File: src/rtl/fetch_predict_stage.sv
// Fetch stage with a 2-bit-counter branch history table and the IF/ID pipeline register.
// Only conditional branches are predicted; jumps and mispredicts are fixed by the EX redirect.
module fetch_predict_stage #(
  parameter logic [31:0] RESET_PC = 32'h0000_0000,
  parameter int          BHT_BITS = 4
) (
  input  logic        clk,
  input  logic        rst_n,
  output logic [31:0] inst_address,
  input  logic [31:0] instruction,
  input  logic        stall,
  input  logic        redirect_valid,
  input  logic [31:0] redirect_pc,
  input  logic        upd_valid,
  input  logic [31:0] upd_pc,
  input  logic        upd_taken,
  output logic [31:0] ifid_pc,
  output logic [31:0] ifid_instr,
  output logic        ifid_valid,
  output logic        ifid_pred_taken
);
  localparam int          ENTRIES   = 1 << BHT_BITS;
  localparam logic [31:0] NOP       = 32'h0000_0013;
  localparam logic [6:0]  OP_BRANCH = 7'b1100011;

  logic [31:0]               pc, next_pc, b_imm, target;
  logic [ENTRIES-1:0][1:0]   bht;
  logic [BHT_BITS-1:0]       rd_idx, wr_idx;
  logic                      is_branch, pred_taken;

  assign inst_address = pc;
  assign rd_idx       = pc[BHT_BITS+1:2];
  assign wr_idx       = upd_pc[BHT_BITS+1:2];
  assign is_branch    = instruction[6:0] == OP_BRANCH;
  assign b_imm        = {{19{instruction[31]}}, instruction[31], instruction[7],
                         instruction[30:25], instruction[11:8], 1'b0};
  assign target       = pc + b_imm;
  // Lookup reads the registered table, so a same-cycle update is seen only by later fetches.
  assign pred_taken   = is_branch & bht[rd_idx][1];

  always_comb begin
    next_pc = pc + 32'd4;
    if (redirect_valid)  next_pc = {redirect_pc[31:2], 2'b00};
    else if (stall)      next_pc = pc;
    else if (pred_taken) next_pc = target;
  end

  always_ff @(posedge clk or negedge rst_n) begin
    if (!rst_n) pc <= RESET_PC;
    else        pc <= next_pc;
  end

  always_ff @(posedge clk or negedge rst_n) begin
    if (!rst_n) begin
      ifid_pc         <= '0;
      ifid_instr      <= NOP;
      ifid_valid      <= 1'b0;
      ifid_pred_taken <= 1'b0;
    end else if (redirect_valid) begin
      ifid_pc         <= '0;
      ifid_instr      <= NOP;
      ifid_valid      <= 1'b0;
      ifid_pred_taken <= 1'b0;
    end else if (!stall) begin
      ifid_pc         <= pc;
      ifid_instr      <= instruction;
      ifid_valid      <= 1'b1;
      ifid_pred_taken <= pred_taken;
    end
  end

  // Training comes from EX and is independent of fetch stalls and flushes.
  always_ff @(posedge clk or negedge rst_n) begin
    if (!rst_n) begin
      for (int i = 0; i < ENTRIES; i++) bht[i] <= 2'b01;
    end else if (upd_valid) begin
      for (int i = 0; i < ENTRIES; i++) begin
        if (wr_idx == BHT_BITS'(i)) begin
          if (upd_taken && bht[i] != 2'b11)       bht[i] <= bht[i] + 2'd1;
          else if (!upd_taken && bht[i] != 2'b00) bht[i] <= bht[i] - 2'd1;
        end
      end
    end
  end
endmodule

File: config.mk
export PLATFORM = sky130hd
export DESIGN_NAME = fetch_predict_stage
export DESIGN_NICKNAME = d
export VERILOG_FILES = /design/src/rtl/fetch_predict_stage.sv
export SDC_FILE = /design/constraint.sdc
export NUM_CORES = 1
export LEC_CHECK = 0
export CAP_MARGIN = 20
export CORE_MARGIN = 2
export CORE_UTILIZATION = 55
export CTS_CLUSTER_DIAMETER = 30
export DETAILED_ROUTE_END_ITERATION = 16
export MAX_ROUTING_LAYER = met4
export PLACE_DENSITY = 0.95
export SLEW_MARGIN = 20
export SYNTH_ARGS = -nofsm -noshare
export SYNTH_HDL_FRONTEND = slang
export SYNTH_SLANG_ARGS = --single-unit
File: constraint.sdc
create_clock -name clk -period 4.3 [get_ports clk]
set_input_delay 0.86 -clock clk [delete_from_list [all_inputs] [get_ports clk]]
set_output_delay 0.86 -clock clk [all_outputs]
set_load 0.01 [all_outputs]
## After elaboration in Yosys (flattened, before gate mapping)

Index checks and enable logic that the tools add are counted.

- Output and inout bits: 98
- Flip-flop bits (word level): 130

- Order comparisons: 1
- Equality and inequality tests: 33
- Bitwise gates (word level): 1
- Reductions and logical operators: 82
- Add/sub/neg operators: 34
- Mux-type cells: 45

Operator list:

| cell | count |
|---|---|
| 2-to-1 mux 32 bit | 7 |
| 2-to-1 mux 2 bit | 33 |
| nonzero test 2 bit | 32 |
| AND reduction 3 bit | 16 |
| adder 2 x 1 -> 2 bit (second input constant) | 16 |
| adder 32 x 3 -> 32 bit (second input constant) | 1 |
| adder 32 bit | 1 |
| == test 4 bit (second input constant) | 8 |
| logical AND 1 bit | 32 |
| inequality test 2 bit (second input constant) | 16 |
| subtractor 2 x 1 -> 2 bit (second input constant) | 16 |
| == test 4 x 3 -> 1 bit (second input constant) | 4 |
| binary-select mux 2 bit (select 4 bit) | 1 |
| == test 4 x 2 -> 1 bit (second input constant) | 2 |
| == test 7 bit (second input constant) | 1 |
| < comparator 4 x 5 -> 1 bit (second input constant) | 1 |
| == test 4 x 1 -> 1 bit (second input constant) | 1 |
| logical NOT 4 bit | 1 |
| 2-to-1 mux 1 bit | 4 |
| inequality test 2 x 1 -> 1 bit (second input constant) | 1 |
| bitwise AND 1 bit | 1 |
| logical NOT 1 bit | 1 |

## Depth between registers and ports, before layout

- Depth after elaboration: 6
- Mapped depth: 12
- Gate-level depth less buffers: 12

## Worst setup path after synthesis

No wires, ideal clock.

- Path kind: input port to flip-flop
- Start point: in instruction[9]
- End point: reg pc[30] (netlist: inst_address[30])
- Arrival time: 3.201 ns
- Data required time: 4.169 ns
- Setup slack: 0.968 ns
- Stages: 10
- Library setup time: 0.131 ns
- Path through: ha_1 > a21o_1 > a21oi_2 > o21a_2 > nor4b_1 > or4_4 > a311o_1 > a221oi_2 > nor4bb_1 > or3b_1

- Cells in the longest elaborated chain, start to end: 4

Ends and longest elaborated chain:

| what | line | text |
|---|---|---|
| start: declaration | 10 | `input logic [31:0] instruction,` |
| adder 32 bit | 37 | `assign target = pc + b_imm;` |
| 2-to-1 mux 32 bit | 45 | `else if (pred_taken) next_pc = target;` |
| 2-to-1 mux 32 bit | 44 | `else if (stall) next_pc = pc;` |
| 2-to-1 mux 32 bit | 43 | `if (redirect_valid) next_pc = {redirect_pc[31:2], 2'b00};` |
| end signal: assignment | 50 | `else pc <= next_pc;` |
| end: declaration | 26 | `logic [31:0] pc, next_pc, b_imm, target;` |

Every way passes these cells. The select of a mux whose other input is x is not followed.
A chain may end at the register's enable or synchronous reset.

## Worst setup path after layout

- Start point: in instruction[31]
- End point: reg pc[30] (netlist: inst_address[30])

Same word-level chain as after synthesis.

==> impl_results.md <==
* Status: finished, final reports clean
* Peak VDD IR at 0.000255 V
* P_leak at 4.50 nW
* Hold path start: ifid_valid$_DFFE_PN0N_
* DR pass1 iterations at 5
* Most instantiated cells after synthesis: 139 x nor2_1, 110 x dfrtp_1, 93 x a21oi_1
* Full die area at 16000 sq um
* Worst Path Required at 4600 ps
* CTS tree: built
* Cts bufs inserted at 17
* Post-CTS Setup Inserts at 0
* Vias in the first global route at 7996
* GRT overflow at 0
* Int Power at 2.63 mW
* Worst slew pin tran at 893 ps
* Total Routing Usage GR at 31.3%
* R2r startpoint: inst_address[2]$_DFFE_PN0N_
* Min-Delay Path Class: reg2reg
* Deepest clock path buffer count at 2
* Power density over cell area at 354 nW/um^2
* Critical path peak fanout at 6
* Async set-reset flop share out of synthesis at 100%
* Slowest Stage Delay on Critical Path at 550 ps
* Layout area overhead at 29.1%
* Top-area cell type share of the netlist area at 33.4%
* Cell taking the most area after synthesis: dfrtp_1
* Post-Place Cell Area at 10100 sq um
* Syn Area/Cell at 8.66 sq um
* Cells after synthesis at 953
* Initial antenna violation count at 0
* Max Clk Rate at 271 MHz
* Syn Nets at 1087
* Initial Utilization at 56.5%
* Post-synth EDFFs at 0
* Synth unique cells at 72
* H-tree depth at 4
* Ant. Diodes at 0
* Die height at 126 um
* Routed length per instance at 18.4 um
* Place WS at 202 ps
* Register area share after synthesis at 39.4%
* Tcrit/Tclk final at 85.7%
* Critical Path Start: instruction[31]
* Relative slew slack at 40.5%
* Clock Latency Late Sink at 430 ps
* Final worst slack at 616 ps
* #FFs+latches synth at 129
* Worst r2r path cells at 11
* Cts repair resizes at 0
* Routed WL at 24000 um
* Remaining antenna violation count at 0
* Critical path capture point type: register
* Top cells by area, synth: dfrtp_1 33%, mux2i_1 8.4%, nor2_1 6.3%
* Final Hold Vio Count at 0
* Most common cell in the netlist: nor2_1
* Final instance area at 10700 sq um
* Clk_skew at 5.89 ps
* Top_reg_cell synth: dfrtp_1
* Hold path depth at 1
* Final setup viols at 0
* First-pass GRT wire length at 39600 um
* NetSw at 1.14 mW
* RSZ-0062 raised after global routing: no
* Comb power frac at 23.5%
* Worst path slowest cell: or4_4
* Max cap viols at 0
* Root Driver: clkbuf_16
* Reg2Reg Setup Slack at 940 ps
* Sequential Power Share at 38.4%
* Layout cells sized above 1 at 7.33%
* Slew Viols, Final at 0
* YS warnings at 0
* Hold worst-path end: ifid_valid$_DFFE_PN0N_
* Final hold slack at 499 ps
* DRT iter0 DRCs at 935
* Io pins at 200
* Vias per cell at 6.29
* Worst EP arrival at 3990 ps
* Sequence of cells on the critical path: clkdlybuf4s50_1 > ha_1 > nand2_1 > nand2_1 > a211o_1 > or4_4 > a311o_1 > a221oi_2 > nor4bb_1 > or3b_1
* # DRC at 0
* Clock power share at 38.0%
* Via Count at 8191
* Core footprint at 14600 sq um
* CP dominant cell by count: nand2_1
* Dpl hpwl at 16100 um
* Mapped cell area at 8250 sq um
* Period minus WS final at 3680 ps
* Critical Path Start Type: input port
* Die W at 126 um
* Fill cell count at 1025
* Area of the multi-input gates at 4710 sq um
* Setup TNS at 0 ps
* Pin count of the biggest net entering global routing at 114
* Clk sinks at 129
* IO buf count at 168
* CP Class: in2reg
* Rows at 44
* Gpl congestion at 0.966
* FF-to-FF End: inst_address[30]$_DFFE_PN0N_
* Clock transition at the registers of the reported paths at 60 ps
* Hold Buf Count CTS at 0
* Register area at 3250 sq um
* Switching share of power at 30.2%
* Fin nets at 1240
-- flip-flops by register name (all words and copies together) (netlist names) --
name and count:
bht 32, ifid_valid 1, ifid_pc 32, ifid_pred_taken 1, ifid_instr 32, inst_address 31
-- power groups by stage --
stage | Clock (mW) | Sequential (mW) | Combinational, mW
detailed placement | 0 | 1.47 | 0.863
floorplan | 0 | 1.46 | 0.496
finish | 1.44 | 1.45 | 0.888
global placement | 0 | 1.46 | 0.844
CTS | 1.45 | 1.45 | 0.878
global route | 1.51 | 1.47 | 0.970
-- cells in the final DEF (no fill, tap or decap), drive strengths merged, types with 15 or more instances in the layout --
| cell | n |
|---|---|
| inv | 21 |
| a21oi | 94 |
| nand2 | 85 |
| clkbuf | 20 |
| dfstp | 19 |
| nand3 | 21 |
| mux2i | 69 |
| ha | 31 |
| a31oi | 19 |
| buf | 17 |
| dfrtp | 110 |
| nor2 | 139 |
| o21ai | 89 |
| clkdlybuf4s50 | 165 |
| xnor2 | 15 |
-- kinds of logic after synthesis --
kind of cell / share of synthesized area [%]
AOI/OAI and AO/OA: 20.8
xor gates and xnor gates: 2.55
adders and majority gates: 4.94
buffers and inverters: 3.47
DFF: 39.4
muxes: 9.87
other: 0.0455
and+or+nand+nor: 18.9
-- stage by stage --
stage | util [%] | power, mW | cells
floorplan | - | 1.96 | 953
global placement | 69.0 | 2.30 | 1271
detailed placement | 69.0 | 2.33 | 1271
CTS | 73.0 | 3.77 | 1303
global route | 73.0 | 3.94 | 1303
finish | 73.0 | 3.77 | 1303
-- final cells by class --
type                    instances  area share (%)
multi-input cells             754            44.2
clock inverters                13            1.27
clock buffers                  19            4.25
flip-flops and latches        129            30.5
well taps                     184            2.16
repair buffers                183            16.8
inverters                      21           0.740
-- critical path, delay by kind of cell --
family,cells,cell delay (ps)
AOI/OAI and AO/OA,3,1050
adders and majority gates,1,400
buffers and inverters,1,520
and+or+nand+nor,5,1150
-- layer usage --
layer	vias to the layer above	wire length (um)	GRT usage, %
li1	3761	-	-
met1	3939	9500	39.4
met2	408	11800	50.3
met3	83	1870	5.53
met4	0	821	12.7
met5	-	0	-
-- how the worst max path moves through the flow --
stage	end	slack (ps)	cells after the start
finish	inst_address[30]$_DFFE_PN0N_	620	10
CTS	inst_address[30]$_DFFE_PN0N_	630	10
global placement	inst_address[30]$_DFFE_PN0N_	250	10
detailed placement	inst_address[30]$_DFFE_PN0N_	200	10
global route	inst_address[30]$_DFFE_PN0N_	470	10
floorplan	inst_address[30]$_DFFE_PN0N_	970	10
No activity file was read; power rests on OpenSTA's default activity.
